File: config.mk
export PLATFORM = sky130hd
export DESIGN_NAME = seg_scan
export DESIGN_NICKNAME = d
export VERILOG_FILES = /design/src/rtl/seg_scan.sv
export SDC_FILE = /design/constraint.sdc
export NUM_CORES = 1
export LEC_CHECK = 0
export BUFFER_PORTS_ARGS = -buffer_cell sky130_fd_sc_hd__buf_4
export CAP_MARGIN = 20
export CORE_UTILIZATION = 50
export DETAILED_ROUTE_END_ITERATION = 8
export GPL_TIMING_DRIVEN = 0
export PLACE_DENSITY = 0.77
export SYNTH_ARGS = -nofsm -noshare
export SYNTH_HDL_FRONTEND = slang
export SYNTH_SLANG_ARGS = --single-unit
File: constraint.sdc
create_clock -name clk -period 2.25 [get_ports clk]
set_input_delay 0.3375 -clock clk [delete_from_list [all_inputs] [get_ports clk]]
set_output_delay 0.3375 -clock clk [all_outputs]
set_load 0.1 [all_outputs]
File: src/rtl/seg_scan.sv
// rtl/seg_scan.sv - eight-digit seven-segment scan controller with
// leading-zero suppression, per-digit blink and non-BCD blanking.
module seg_scan #(
  parameter int SCAN_DIV  = 100000,
  parameter int BLINK_DIV = 250
) (
  input  logic        clk,
  input  logic        rst_n,
  input  logic        load,
  input  logic [31:0] value,
  input  logic        lz_en,
  input  logic [7:0]  blink_mask,
  output logic [3:0]  num,
  output logic [7:0]  an,
  output logic        digit_blank
);

  localparam int PW = $clog2(SCAN_DIV);
  localparam int FW = (BLINK_DIV > 1) ? $clog2(BLINK_DIV) : 1;
  localparam logic [PW-1:0] PRESC_LAST = PW'(SCAN_DIV - 1);
  localparam logic [FW-1:0] FRAME_LAST = FW'(BLINK_DIV - 1);

  logic [31:0]   shadow_q, shadow_d;
  logic [PW-1:0] presc_q, presc_d;
  logic [2:0]    idx_q, idx_d;
  logic [FW-1:0] frame_q, frame_d;
  logic          blink_q, blink_d;
  logic [3:0]    num_q, num_d;
  logic [7:0]    an_q, an_d;
  logic          blank_q, blank_d;

  logic          tick;
  logic          frame_end;
  logic [3:0]    cur_nib;
  logic          bcd_blank;
  logic          lz_blank;
  logic          blink_blank;
  logic          blank_now;

  always_comb begin
    shadow_d  = load ? value : shadow_q;

    tick      = (presc_q == PRESC_LAST);
    presc_d   = tick ? '0 : presc_q + 1'b1;
    idx_d     = tick ? idx_q + 3'd1 : idx_q;

    frame_end = tick && (idx_q == 3'd7);
    frame_d   = frame_q;
    blink_d   = blink_q;
    if (frame_end) begin
      if (frame_q == FRAME_LAST) begin
        frame_d = '0;
        blink_d = ~blink_q;
      end else begin
        frame_d = frame_q + 1'b1;
      end
    end
  end

  // Digit 0 is exempt from zero suppression so a zero value still shows "0".
  always_comb begin
    cur_nib     = shadow_q[{idx_q, 2'b00} +: 4];
    bcd_blank   = (cur_nib > 4'd9);
    lz_blank    = lz_en && (idx_q != 3'd0) &&
                  ((shadow_q >> {idx_q, 2'b00}) == 32'd0);
    blink_blank = blink_mask[idx_q] && blink_q;
    blank_now   = bcd_blank || lz_blank || blink_blank;

    num_d       = blank_now ? 4'd0 : cur_nib;
    an_d        = blank_now ? 8'h00 : (8'b1 << idx_q);
    blank_d     = blank_now;
  end

  always_ff @(posedge clk) begin
    if (!rst_n) begin
      shadow_q <= '0;
      presc_q  <= '0;
      idx_q    <= '0;
      frame_q  <= '0;
      blink_q  <= 1'b0;
      num_q    <= 4'd0;
      an_q     <= 8'h00;
      blank_q  <= 1'b1;
    end else begin
      shadow_q <= shadow_d;
      presc_q  <= presc_d;
      idx_q    <= idx_d;
      frame_q  <= frame_d;
      blink_q  <= blink_d;
      num_q    <= num_d;
      an_q     <= an_d;
      blank_q  <= blank_d;
    end
  end

  assign num         = num_q;
  assign an          = an_q;
  assign digit_blank = blank_q;

endmodule

==> results of run 1 <==
[final cells by class]
type | count | share of cell area, %
plain buffers | 17 | 1.894
clock buffers | 11 | 3.194
clock inverters | 3 | 0.3957
inverters | 8 | 0.6783
multi-input cells | 273 | 47.03
flip-flops and latches | 74 | 33.58
well taps | 96 | 2.713
repair buffers | 62 | 10.51
[per-stage QoR]
step / cells / util [%]
floorplan: 372 / -
global placement: 523 / 60.27
detailed placement: 523 / 60.27
CTS: 543 / 63.75
global route: 544 / 64.44
finish: 544 / 64.44
[synth_stat cells (2+ instances only)]
library cell / n / area (sq um)
sky130_fd_sc_hd__dfxtp_1: 74 / 1481
sky130_fd_sc_hd__nor2_1: 38 / 142.6
sky130_fd_sc_hd__nor2b_1: 33 / 206.5
sky130_fd_sc_hd__mux2i_1: 32 / 320.3
sky130_fd_sc_hd__nand2_1: 21 / 78.83
sky130_fd_sc_hd__xor2_1: 14 / 122.6
sky130_fd_sc_hd__a21oi_1: 13 / 65.06
sky130_fd_sc_hd__nor3_1: 13 / 65.06
sky130_fd_sc_hd__and3_1: 9 / 56.30
sky130_fd_sc_hd__clkbuf_1: 9 / 33.78
sky130_fd_sc_hd__ha_1: 8 / 100.1
sky130_fd_sc_hd__inv_1: 8 / 30.03
sky130_fd_sc_hd__nand3_1: 8 / 40.04
sky130_fd_sc_hd__mux4_2: 7 / 157.7
sky130_fd_sc_hd__xnor2_1: 7 / 61.31
sky130_fd_sc_hd__and2_1: 6 / 37.54
sky130_fd_sc_hd__nand4_1: 6 / 37.54
sky130_fd_sc_hd__o21ai_0: 6 / 30.03
sky130_fd_sc_hd__buf_1: 5 / 18.77
sky130_fd_sc_hd__nor4_1: 5 / 31.28
sky130_fd_sc_hd__a211oi_1: 4 / 30.03
sky130_fd_sc_hd__nor4b_1: 4 / 35.03
sky130_fd_sc_hd__a21boi_0: 3 / 22.52
sky130_fd_sc_hd__and4_1: 3 / 26.28
sky130_fd_sc_hd__mux4_1: 3 / 78.83
sky130_fd_sc_hd__o311ai_0: 3 / 26.28
sky130_fd_sc_hd__or3_1: 3 / 18.77
sky130_fd_sc_hd__a2111o_1: 2 / 22.52
sky130_fd_sc_hd__and4b_1: 2 / 20.02
sky130_fd_sc_hd__buf_2: 2 / 10.01
sky130_fd_sc_hd__o21ai_1: 2 / 10.01
sky130_fd_sc_hd__o32a_1: 2 / 20.02
sky130_fd_sc_hd__or2_2: 2 / 12.51
[worst paths after layout]
kind                                    end  slack (ps)  cells past startpoint
worst max register to register        an[2]        -350                      8
worst min-delay path            shadow_q[5]         240                      3
worst max-delay path                  an[2]        -350                      8
worst min register to register   presc_q[0]         440                      1
[repair_timing]
| item | 4_1_cts | 5_1_grt |
|---|---|---|
| setup endpoints to repair | 23 | 32 |
| pin swaps | 4 | 1 |
| resized for setup | 11 | 10 |
| setup buffers | 6 | 1 |
[cells in the final DEF (no fill, tap or decap), drive strengths merged, types with 4 or more instances in the layout]
cell type,n
buf,70
a211oi,4
xor2,14
clkbuf,20
a21oi,13
mux2i,32
mux4,10
nor4,5
inv,8
nor3,13
dfxtp,74
xnor2,7
nand4,6
nor4b,4
nand3,8
nor2,38
and3,9
nand2,21
o21ai,8
nor2b,33
and2,6
or3,4
ha,8
[cell families (layout without fill, tap and decap cells)]
kind of cell | after synthesis | in the layout | synth area share [%]
adder cells (fa/ha/maj) | 8 | 8 | 2.784
buffers and inverters | 25 | 101 | 2.888
multiplexers | 42 | 42 | 15.48
XOR/XNOR | 21 | 21 | 5.115
AO/OA/AOI/OAI | 45 | 45 | 9.152
flip-flops | 74 | 74 | 41.20
AND/OR/NAND/NOR | 157 | 157 | 23.38
[metal layers]
metal / up-vias / track usage [%] / share of wire, % / wire length (microns)
li1: 1484 / - / - / -
met1: 1462 / 32.25 / 47 / 3896
met2: 92 / 35.79 / 46 / 3830
met3: 15 / 5.714 / 5.2 / 429
met4: 0 / 8.030 / 1.9 / 160
met5: - / 0 / 0 / 0
[power groups by stage]
stage	logic, mW	clock network [mW]	registers [mW]
after floorplan	0.169	0	1.45
after global placement	0.303	0	1.42
after detailed placement	0.309	0	1.43
after CTS	0.314	0.901	1.40
after global routing	0.343	0.957	1.40
final	0.317	0.882	1.40
[sequential cells by signal (all words and copies together), names as in the netlist]
register / cells
digit_blank: 1
an: 8
frame_q: 8
blink_q: 1
num: 4
presc_q: 17
idx_q: 3
shadow_q: 32
[tightest hold or removal path, cell delays in order]
cell and delay, ps:
sky130_fd_sc_hd__buf_4 70, sky130_fd_sc_hd__mux2i_1 50, sky130_fd_sc_hd__nor2b_1 90
==> results.md, run 1 <==
Synth:
- The number of nets in the synthesized netlist is around 420.
- The flip-flop and latch count after synthesis is 74.
- Synthesis instantiated 48 different standard cells from the library.
- The cell count after synthesis is between 300 and 400.
- The mapped cell area is ~3600 sq um.
- The share of the yosys chip area belonging to registers is 41.20%.
- Among all flip-flop cells after synthesis, the most frequent one is sky130_fd_sc_hd__dfxtp_1.
- A synthesized cell averages 9.667 sq um.
- In this run, synthesis inferred 0 flip-flops with an integrated enable.
- The number of warnings reported in the yosys synthesis log is 0.
- In the synthesized netlist the async set-or-reset flop fraction comes to 0%.

Floorplan:
- The total area inside the core boundary comes to between 6000 and 7000 sq um.
- The die boundary width is around 87 microns.
- Measured along the y axis, the die boundary spans about 87 microns.
- During I/O placement, the number of pins put on the boundary was 57.
- The die footprint is 7535 sq um.
- For this configuration, the core starts out at a cell density of between 50% and 60%.
- The number of cell rows is 30.

Power:
- The leakage power summed over all cells is about 1.8 nW.
- In this run, the combinational gates consume between 10 and 15% of the power.
- The largest vdd supply drop is between 300 and 400 uV.
- Summing internal, switching and leakage power gives between 2 and 3 mW.
- The switching power total is ~0.68 mW.
- The switching share of power is 26.09%.
- The clock network accounts for between 30% and 40% of the total power.
- The proportion of power drawn by flip-flops and latches is 53.8%.
- The internal power of the cells totals between 1.5 and 2 mW.
- Power spread over the standard cell area amounts to 586.8 nW/um^2.

Cells and area:
- The layout has between 500 and 600 filler cells.
- In the final layout, flip-flops and latches occupy 1486 sq um.
- The area growth from synthesis to layout is 23.10%.
- At the end of the flow, the number of nets in the layout was 497.
- The repair_antennas step left the layout with diodes totalling 0.
- The final design area excluding fillers is 4427 sq um.
- The area of the multi-input gates is around 2100 sq um.
- The share of cells above drive strength 1 is 23.66%.

STA:
- The final hold violation count was 0.
- The worst clock skew is ~6 ps.
- The relative max-transition margin is between 50% and 60%.
- The number of pins with negative max-slew slack in the final report is 0.
- The final critical path time including I/O delays and setup is roughly 2600 ps.
- The worst-case setup margin in the final layout is -353.6 ps.
- Setup violations remaining at the end of the flow were counted as 12.
- Hold timing on the final database bottoms out at a slack of roughly 240 ps.
- At the pin with the least slew margin, the transition time is 734.6 ps.
- Static timing analysis puts the maximum clock frequency at roughly 380 MHz.
- The share of the clock period used by the worst path after layout is 115.7%.
- Setup repair after global routing could not meet its margin everywhere.
- The setup total negative slack is -2595 ps.

Drt:
- Wires add up to between 8000 and 9000 microns.
- In the routed design, unresolved DRC markers number 0.
- The detailed router finished its first iteration with roughly 270 violations.
- The ratio of routed vias to standard cells is roughly 5.6.
- The first-pass detailed-route iteration total is 4.
- The routed layout has between 3000 and 4000 vias.
- The number of nets with antenna violations after routing is 0.
- After detailed routing, the average wire length per cell comes to 15.29 microns.

Placement:
- Buffers placed on the I/O ports in this run total 55.
- Prior to clock tree synthesis, the placed netlist has a worst setup slack of -402.8 ps.
- The global placement routability congestion is ~0.95.
- The cell area after placement is 4140 sq um.
- Summed over all nets, the half-perimeter wirelength after detailed placement is around 6100 microns.

GRT:
- The total routing resource utilization after global routing is a little under a quarter.
- The via count of the first global-routing pass came to 2892.
- Entering global routing, the biggest net connects 12 pins.
- The wire length of the first global-routing pass is around 14000 microns.
- The number of antenna violations at the first check in global routing is 0.
- The residual overflow from global routing is 0.

Worst setup path:
- For this design, the slowest cell found on the critical path is sky130_fd_sc_hd__mux4_2.
- The kind of cell adding the most delay to the critical path is compound AO/OA/AOI/OAI gates.
- The worst setup path is of the flop to flop kind.
- Data on the critical path is required at its endpoint by between 2000 and 2500 ps.
- For the worst setup path, the data arrival time is 2830 ps.
- The number of buffers and inverters on the critical path is 2.
- The source of the worst register-to-register timing path is idx_q[0].
- The signal on the critical path passes through buf_6 > mux4_2 > a2111o_1 > o32a_1 > or3_4 > a2111oi_4 > buf_4 > nor4b_1.
- The largest driver fanout on the critical path is 7.
- In this design, the stage delay of the slowest critical-path cell is approximately 540 ps.
- The timing startpoint of the critical path is idx_q[0].
- STA classifies the critical path startpoint as a flop.
- STA classifies the critical path endpoint as a flop.

Clock network:
- The hold buffer count at CTS is 0.
- The clock-pin slew reported for the worst setup and hold paths after clock tree synthesis is ~70 ps.
- Clock latency on the worst-skew pair, taken at its later pin, is 350 ps.
- No sink is reached through more buffers than the 2 on the longest clock path.
- The clock sink count is 74.
- The tree is rooted in a sky130_fd_sc_hd__clkbuf_8.
- The TritonCTS clock tree is done.
- The number of clock buffers added by TritonCTS is 9.
- The H-tree was split into 3 levels.

Run status:
- The flow ran to the end, but the final reports show violations.
- The final reports fail on setup timing.

Hold path:
- The worst hold path begins at value[5].
- The tightest min-delay check is of the primary input to flop type.

Job:
- The number of violations of the max-capacitance limit is 0.
Note: power is estimated with default switching activity, not from simulation.
==> run 2, diff against run 1 <==
Settings changed: CORE_UTILIZATION 50 to 51, PLACE_DENSITY 0.77 to 0.78.
==> results.md, run 2 (same netlist as run 1, synthesis figures left out) <==
Power:
- The proportion of power drawn by flip-flops and latches came to 52.7% (-1.1 points).
- The fraction of power consumed by the clock network is 35.1% (+1.1 points).
- The total power density per cell area is 596.8 nW/um^2 (+1.7%).
- The switching power total came to 0.7165 mW (+5.7%).
- The cell-internal power is 1.936 mW (+0.84%).
- The combinational fraction of design power is 12.1% (about the same).
- The leakage power summed over all cells came to 1.811 nW (-0.28%).
- The largest vdd supply drop is 439.4 uV (+45%).
- The switching share of power was 27.01% (+0.92 points).
- The sum of internal, switching and leakage power was 2.653 mW (+2.1%).

STA:
- The slew of the pin with the lowest slew margin is 695.6 ps (-39.02 ps).
- Setup repair after global routing could not meet its margin everywhere.
- The number of setup violations in the final report came to 10 (-2).
- The final critical path time including I/O delays and setup is 2564 ps (-39.09 ps).
- The worst clock skew is 14.38 ps (+8.198 ps).
- The final hold violation count is 0 (unchanged).
- The relative max-transition margin was 53.63% (+2.6 points).
- The share of the clock period used by the worst path after layout came to 114.0% (-1.7 points).
- The setup total negative slack is -2351 ps (+243.7 ps).
- The worst-case setup margin in the final layout is -314.5 ps (+39.09 ps).
- The maximum frequency from static timing analysis came to 389.9 MHz (+1.5%).
- The number of pins with negative max-slew slack in the final report came to 0 (unchanged).

Floorplan:
- The vertical die dimension came to 85.97 microns (-0.96%).
- The die footprint is 7391 sq um (-1.9%).
- The die boundary width is 85.97 microns (-0.96%).
- The initial cell density of the core is 52.93% (+0.58 points).
- The placeable core region is 6794 sq um (-1.1%).
- The I/O pin count is 57 (unchanged).
- The number of cell rows is 30 (unchanged).

Clock network:
- The hold buffer count at CTS is 0 (unchanged).
- The TritonCTS clock tree is done.
- The total CTS buffers is 9 (unchanged).
- The total number of H-tree levels came to 3 (unchanged).
- The clock insertion delay at the later pin of the skew report is 350 ps (about the same).
- The maximum buffer depth of the clock tree is 2 (unchanged).
- The clock sink count is 74 (unchanged).
- The root buffer cell is sky130_fd_sc_hd__clkbuf_8.
- The clock-pin slew reported for the worst setup and hold paths after clock tree synthesis was 80 ps (about the same).

Cells and area:
- The flip-flop count of the largest register, all copies and words added is 32 (unchanged).
- The most common cell after layout, fill and taps aside is sky130_fd_sc_hd__dfxtp_1.
- The area growth from synthesis to final layout is 23.59%.
- The largest registers in the layout are shadow_q x32, presc_q x17.
- The count of antenna diodes in the layout was 0 (unchanged).
- The number of nets in the finished design is 494 (-0.60%).
- The library cells used most frequently in the layout, excluding fill and tap cells, are sky130_fd_sc_hd__dfxtp_1, sky130_fd_sc_hd__buf_4, sky130_fd_sc_hd__nor2_1, sky130_fd_sc_hd__nor2b_1, sky130_fd_sc_hd__mux2i_1.
- The largest register by flop count is shadow_q.
- The share of cells above drive strength 1 is 24.61% (+0.95 points).

Drt:
- The via count of the routed design is 3068 (+0.49%).
- The post-detailed-routing wire length is 8308 microns (about the same).
- The DRC violation total after the first TritonRoute iteration is 287 (+4.7%).
- The ratio of routed vias to standard cells was 5.650 (+0.68%).
- The first-pass detailed-route iteration total is 5 (+1).
- The number of nets with antenna violations after routing is 0 (unchanged).
- The DRC violation count after routing is 0 (unchanged).
- The detail-routed net length per standard cell is 15.30 microns (about the same).

Placement:
- The worst slack at placement is -444.4 ps (-41.55 ps).
- The detailed placement HPWL is 5990 microns (-1.9%).
- The port buffer count came to 55 (unchanged).
- The global placement routability congestion was 0.9627 (+1.9%).

GRT:
- In this run the most used layer during global routing was met2.
- The via count of the first global-routing pass is 2970 (+2.7%).
- The fraction of met1 tracks used by global routing came to 32.38% (+0.13 points).
- The residual overflow from global routing is 0 (unchanged).
- The number of antenna violations at the first check in global routing came to 0 (unchanged).
- The wire length of the first global-routing pass is 13860 microns (+2.1%).
- The total routing resource utilization after global routing came to 24.34% (+0.96 points).
- The global routing usage on met3 came to 5.197% (-0.52 points).
- The maximum number of pins on one net before global-route repair is 14 (+2).
- The met2 capacity usage during global routing is 37.45% (+1.7 points).

Worst setup path:
- The endpoint type of the worst setup path is a flop.
- The arrival time at the worst endpoint was 2790 ps (-40 ps).
- The largest driver fanout on the critical path is 7 (unchanged).
- The largest individual stage delay along the critical path comes from the cell sky130_fd_sc_hd__mux4_2.
- The delay of the slowest critical-path stage is 540 ps (about the same).
- The critical path required time came to 2480 ps (about the same).
- By startpoint and endpoint, the worst setup path is classified as flop to flop.
- The worst setup path is launched from a flop.
- The critical path goes through buf_6 > mux4_2 > a2111o_1 > o32a_1 > or3_4 > a2111oi_4 > nor4b_2.

Run status:
- The flow ran to the end, but the final reports show violations.
- The checks that failed: setup timing.

Hold path:
- The kind of path behind the tightest hold check is primary input to flop.

Job:
- The number of violations of the max-capacitance limit came to 0 (unchanged).
run 2: cell types whose count changed in the layout (fill, tap and decap cells not counted), moves of 2 or more:
cell / change
sky130_fd_sc_hd__and3_1: -3
sky130_fd_sc_hd__and3_4: +3
sky130_fd_sc_hd__buf_4: -2
sky130_fd_sc_hd__clkbuf_1: -2
run 2: critical path: cells and delay by family, from the launching register on:
kind / cells / cell delay (ps)
and+or+nand+nor: 2 / 460
buffers and inverters: 1 / 130
AOI/OAI and AO/OA: 3 / 970
DFF: 1 / 340
muxes: 1 / 540
run 2: power groups by stage:
stage | clock, mW | sequential, mW | combinational, mW
2_1_floorplan | 0 | 1.45 | 0.169
3_3_place_gp | 0 | 1.42 | 0.303
3_5_place_dp | 0 | 1.43 | 0.309
4_1_cts | 0.945 | 1.40 | 0.314
5_1_grt | 1.01 | 1.40 | 0.349
6_report | 0.932 | 1.40 | 0.322
run 2: cell type report:
| class | count | area, sq um |
|---|---|---|
| well taps | 96 | 120.1 |
| clock inverters | 6 | 40.04 |
| inverters | 8 | 30.03 |
| repair buffers | 60 | 450.4 |
| plain buffers | 16 | 80.08 |
| fillers | 568 | 2350 |
| multi-input cells | 273 | 2102 |
| flip-flops and latches | 74 | 1484 |
| clock buffers | 10 | 137.6 |
run 2: per-layer routing:
| metal | part of all wire (%) | routed length, microns |
|---|---|---|
| met5 | 0 | 0 |
| met4 | 2.7 | 227 |
| met3 | 7.0 | 583 |
| met2 | 46 | 3847 |
| met1 | 44 | 3649 |
run 2: per-stage QoR:
step | instance area (sq um) | std cells | hold slack, ps | utilization (%)
CTS | 4388 | 543 | 230.4 | 64.59
global placement | 4140 | 523 | 421.9 | 60.94
global route | 4444 | 543 | 231.9 | 65.41
floorplan | 3607 | 372 | 412.9 | -
detailed placement | 4140 | 523 | 432.6 | 60.94
finish | 4444 | 543 | 236.4 | 65.41
run 2: worst paths after layout:
| check | startpoint | endpoint | slack, ps | cells after the start |
|---|---|---|---|---|
| setup / recovery | idx_q[0] | an[3] | -310 | 7 |
| hold / removal | value[13] | shadow_q[13] | 240 | 3 |
| setup reg to reg | idx_q[0] | an[3] | -310 | 7 |
| hold reg to reg | presc_q[0] | presc_q[0] | 440 | 1 |
run 2: what timing repair did:
item / 4_1_cts / 5_1_grt
setup endpoints to repair: 21 / 32
setup buffers: 4 / 1
gates resized for setup: 12 / 11
gates cloned: 0 / 0
pin swaps: 2 / 5
